==> src/rtl/cla_add_scheduler.sv <==
// Shares one external 16-bit CLA between two requesters: round-robin grant, WORDS slices chained
// through a carry register, result held on rsp_* until rsp_ready (no new grant while busy).
module cla_add_scheduler #(
   parameter int WORDS = 4
) (
   input  logic                  clk,
   input  logic                  rst,
   input  logic                  req0,
   input  logic [16*WORDS-1:0]   opa0,
   input  logic [16*WORDS-1:0]   opb0,
   input  logic                  sub0,
   input  logic                  req1,
   input  logic [16*WORDS-1:0]   opa1,
   input  logic [16*WORDS-1:0]   opb1,
   input  logic                  sub1,
   output logic                  gnt0,
   output logic                  gnt1,
   output logic [15:0]           add_a,
   output logic [15:0]           add_b,
   output logic                  add_cin,
   input  logic [15:0]           add_sum,
   input  logic                  add_cout,
   output logic                  rsp_valid,
   input  logic                  rsp_ready,
   output logic [16*WORDS-1:0]   rsp_result,
   output logic                  rsp_cout,
   output logic                  rsp_ovf,
   output logic                  rsp_id
);

   localparam int W  = 16 * WORDS;
   localparam int KW = (WORDS > 1) ? $clog2(WORDS) : 1;

   typedef enum logic [1:0] {IDLE, RUN, RESP} state_t;

   state_t          state;
   logic [KW-1:0]   k;
   logic [W-1:0]    a_q;
   logic [W-1:0]    b_q;
   logic [W-1:0]    result;
   logic            sub_q;
   logic            carry_q;
   logic            id_q;
   logic            last_id;
   logic            win;

   // A lone requester wins; on a tie the one that was not served last wins.
   assign win = (req0 && req1) ? ~last_id : req1;

   always_ff @(posedge clk or posedge rst) begin
      if (rst) begin
         state   <= IDLE;
         k       <= '0;
         a_q     <= '0;
         b_q     <= '0;
         result  <= '0;
         sub_q   <= 1'b0;
         carry_q <= 1'b0;
         id_q    <= 1'b0;
         last_id <= 1'b1;
         gnt0    <= 1'b0;
         gnt1    <= 1'b0;
      end else begin
         gnt0 <= 1'b0;
         gnt1 <= 1'b0;
         case (state)
            IDLE: begin
               if (req0 || req1) begin
                  a_q     <= win ? opa1 : opa0;
                  b_q     <= win ? (sub1 ? ~opb1 : opb1) : (sub0 ? ~opb0 : opb0);
                  sub_q   <= win ? sub1 : sub0;
                  id_q    <= win;
                  last_id <= win;
                  k       <= '0;
                  gnt0    <= ~win;
                  gnt1    <= win;
                  state   <= RUN;
               end
            end
            RUN: begin
               result[16*k +: 16] <= add_sum;
               carry_q            <= add_cout;
               k                  <= k + 1'b1;
               if (k == KW'(WORDS - 1)) begin
                  state <= RESP;
               end
            end
            RESP: begin
               if (rsp_ready) begin
                  state <= IDLE;
               end
            end
            default: state <= IDLE;
         endcase
      end
   end

   // Slice 0 takes the subtract flag as carry-in (two's complement +1); later slices use the
   // registered carry so the external adder never sees a combinational loop through us.
   always_comb begin
      add_a   = '0;
      add_b   = '0;
      add_cin = 1'b0;
      if (state == RUN) begin
         add_a   = a_q[16*k +: 16];
         add_b   = b_q[16*k +: 16];
         add_cin = (k == '0) ? sub_q : carry_q;
      end
   end

   assign rsp_valid  = (state == RESP);
   assign rsp_result = result;
   assign rsp_cout   = carry_q;
   assign rsp_id     = id_q;
   assign rsp_ovf    = (state == RESP) && (a_q[W-1] == b_q[W-1]) && (result[W-1] != a_q[W-1]);

endmodule
==> config.mk <==
export PLATFORM = sky130hd
export DESIGN_NAME = cla_add_scheduler
export DESIGN_NICKNAME = d
export VERILOG_FILES = /design/src/rtl/cla_add_scheduler.sv
export SDC_FILE = /design/constraint.sdc
export NUM_CORES = 1
export LEC_CHECK = 0
export ABC_AREA = 1
export BUFFER_PORTS_ARGS = -buffer_cell sky130_fd_sc_hd__buf_2
export CAP_MARGIN = 40
export CORE_UTILIZATION = 25
export CTS_CLUSTER_DIAMETER = 60
export DETAILED_ROUTE_END_ITERATION = 8
export SLEW_MARGIN = 20
export SYNTH_ARGS = -nofsm -noshare
export SYNTH_HDL_FRONTEND = slang
export SYNTH_SLANG_ARGS = --single-unit
export TNS_END_PERCENT = 50
==> constraint.sdc <==
create_clock -name clk -period 10 [get_ports clk]
set_input_delay 0.5 -clock clk [delete_from_list [all_inputs] [get_ports clk]]
set_output_delay 0.5 -clock clk [all_outputs]
set_load 0.02 [all_outputs]
==> qor.txt <==
Status -> finished, final reports clean
Largest net degree at the start of global routing -> 113
Post-Syn Area per Cell -> 5.97 um2
Yosys top cell by area -> dfrtp_1
Layout area overhead -> 27.1%
Detail Placement HPWL -> 34300 um
Setup WS pre-CTS -> 6.83 ns
Sequential-to-total area share from yosys stat -> 38.6%
Initial antenna violation count -> 2
Mapped Area -> 0.0131 mm2
First-pass GRT wire length -> 74300 um
Syn nets -> 2476
Synthesized flop and latch total -> 202
Worst path slowest cell -> dfrtp_4
Max Root-Sink Buffers -> 3
Relative slew slack -> 46.3%
Final setup violation count -> 0
Max Clock Freq -> 287 MHz
Via density -> 4.32
Clk root buf -> clkbuf_16
Sw Pwr -> 2360 uW
Die X -> 231 um
Internal Power -> 2600 uW
Most common cell in the synthesized netlist -> nand2_1
Peak VDD IR -> 0.135 mV
Vias -> 13800
H-tree levels -> 1
Final Worst Setup Slack -> 6.51 ns
Die footprint -> 0.0532 mm2
Logic gate share of total power -> 48.6%
Worst path cell trace -> inv_2, buf_4, ha_1, o21ai_0, a21oi_1, buf_2
Drt pass-1 iters -> 5
Drt total wl -> 47400 um
CTS tree -> built
Crit path kind -> reg2out
Setup tns final -> 0 ns
TritonCTS sink count -> 202
Startpoint type of the worst setup path -> register
Cells after Synth -> 2191
Crit-path max cell delay -> 0.67 ns
Grt ovf -> 0
Max-slew violations -> 0
Tmin final -> 3.49 ns
Max-cap violations -> 0
Non-filler cells, final -> 3205
Rows -> 83
Reg clk slew, reported paths -> 0.05 ns
Die Height -> 231 um
DRT iter0 DRCs -> 872
Clock power frac -> 22.0%
Arr. time, crit path -> 2.99 ns
Post-layout nets -> 2786
Total CTS buffers -> 31
Synth top cells by count -> nand2_1 (1210), inv_1 (271), dfrtp_1 (201)
Unrepaired setup endpoints after global routing -> false
DRC -> 0
Reg2reg setup slack -> 6.90 ns
Dominant cells by area after synthesis -> dfrtp_1 (38%), nand2_1 (35%), inv_1 (7.8%)
EDFF count, synth -> 0
Antenna Violating Nets Remaining -> 0
Unique masters post-synth -> 21
Final Hold Fails -> 0
YS warnings -> 0
Core box area -> 0.0515 mm2
Synth async-reset ratio -> 100%
GPL Wtd Cong -> 0.826
N_diodes -> 0
CP Capture Type -> output pin
Top_reg_cell synth -> dfrtp_1
Clk_skew -> 0.0199 ns
Io pins -> 383
Sequential power share -> 29.4%
Wirelength per Cell -> 14.8 um
Initial Util -> 25.4%
Worst Path Max Fanout -> 66
WP data required -> 9.50 ns
Pleak -> 0.0102 uW
Synth top area share -> 38.4%
Sw Share -> 47.5%
IO Port Bufs -> 382
Dpl cells -> 3146
Tot GR Track Use -> 17.7%
Ratio of cells with drive above 1 in the final layout -> 19.0%
Pwr per Cell Area -> 298 mW/mm2
Hold crit path type -> in2reg
Final worst-path cycle share -> 34.9%
Slew @ Worst Pin -> 0.806 ns
Vias in the first global route -> 12900
Worst skew pair latency -> 0.57 ns
repair_timing:
| item | CTS | global route |
|---|---|---|
| buffers inserted | 0 | 0 |
| gates resized for setup | 0 | 0 |
| hold endpoints to repair | 20 | 0 |
| hold buffers | 1 | 0 |
area by class of cell:
cell class	count	area, um2
flip-flops and latches	202	5060
repair buffers	407	2210
well taps	680	851
clock inverters	17	185
clock buffers	40	860
fillers	5836	34900
inverters	275	1040
multi-input cells	1584	6420
final timing paths:
kind	from	to	cells past startpoint
min in group asynchronous	rst	b_q[10]	3
max in group asynchronous	rst	last_id	5
hold reg to reg	last_id	last_id	2
setup reg to reg	k[0]	rsp_result[9]	9
hold / removal	rsp_ready	state[1]	2
setup / recovery	k[0]	add_cin	6
power by group through the flow:
stage | sequential, uW | clock [uW] | combinational [uW]
2_1_floorplan | 1500 | 0 | 1520
3_3_place_gp | 1480 | 0 | 2390
3_5_place_dp | 1470 | 0 | 2430
4_1_cts | 1460 | 1130 | 2440
5_1_grt | 1510 | 1160 | 2720
6_report | 1460 | 1090 | 2410
cell usage in the layout, fill, tap and decap left out:
cell type | netlist | final
clkinvlp_4 | 0 | 5
nand2_1 | 1210 | 1209
o21ai_0 | 57 | 57
dfstp_2 | 1 | 1
o21ai_1 | 15 | 15
inv_8 | 0 | 4
dfrtp_4 | 0 | 1
nor2_4 | 0 | 1
clkinv_2 | 0 | 2
ha_1 | 5 | 5
nand3b_1 | 15 | 15
nand2_8 | 0 | 1
bufinv_16 | 0 | 2
inv_2 | 4 | 6
inv_6 | 0 | 3
clkbuf_8 | 0 | 5
clkinv_4 | 0 | 2
buf_6 | 2 | 2
nand2_2 | 3 | 3
clkbuf_1 | 42 | 4
a21oi_1 | 34 | 34
nor2_2 | 5 | 5
o21ai_4 | 0 | 1
buf_4 | 7 | 17
clkbuf_16 | 0 | 31
nand3_1 | 148 | 148
nor2_1 | 90 | 89
dfrtp_1 | 201 | 200
nor3_1 | 1 | 1
inv_1 | 271 | 268
buf_2 | 60 | 382
dlygate4sd3_1 | 0 | 1
buf_16 | 0 | 5
state kept, by name, summed over array words and instances (netlist names):
register	count
a_q	64
b_q	64
gnt0	1
gnt1	1
k	2
last_id	1
rsp_cout	1
rsp_id	1
rsp_result	64
state	2
sub_q	1
kinds of logic after synthesis:
family / synth area share [%]
compound gates: 4.12
simple gates: 44.2
fa+ha+maj: 0.478
flops: 38.6
buf+inv: 12.5
metrics by stage:
stage | hold slack (ns) | util [%] | instance area (um2) | total power [uW]
after global routing | 0.131 | 32.3 | 16600 | 5380
after floorplan | 0.443 | - | 13100 | 3020
after global placement | 0.460 | 29.9 | 15400 | 3860
after CTS | 0.0987 | 32.2 | 16600 | 5030
final | 0.138 | 32.3 | 16600 | 4960
after detailed placement | 0.458 | 30.2 | 15500 | 3900
critical path: cells and delay by family (launching register included):
family	cells	cell delay, ns
compound gates	2	0.40
fa+ha+maj	1	0.37
flops	1	0.67
buf+inv	3	0.96
routing by layer:
metal	up-vias	track usage [%]	wire, um
li1	7129	-	-
met1	6240	25.1	22500
met2	407	28.1	21100
met3	66	3.13	2840
met4	2	3.70	952
met5	-	0	13
Power figures use the tool's default switching activity.
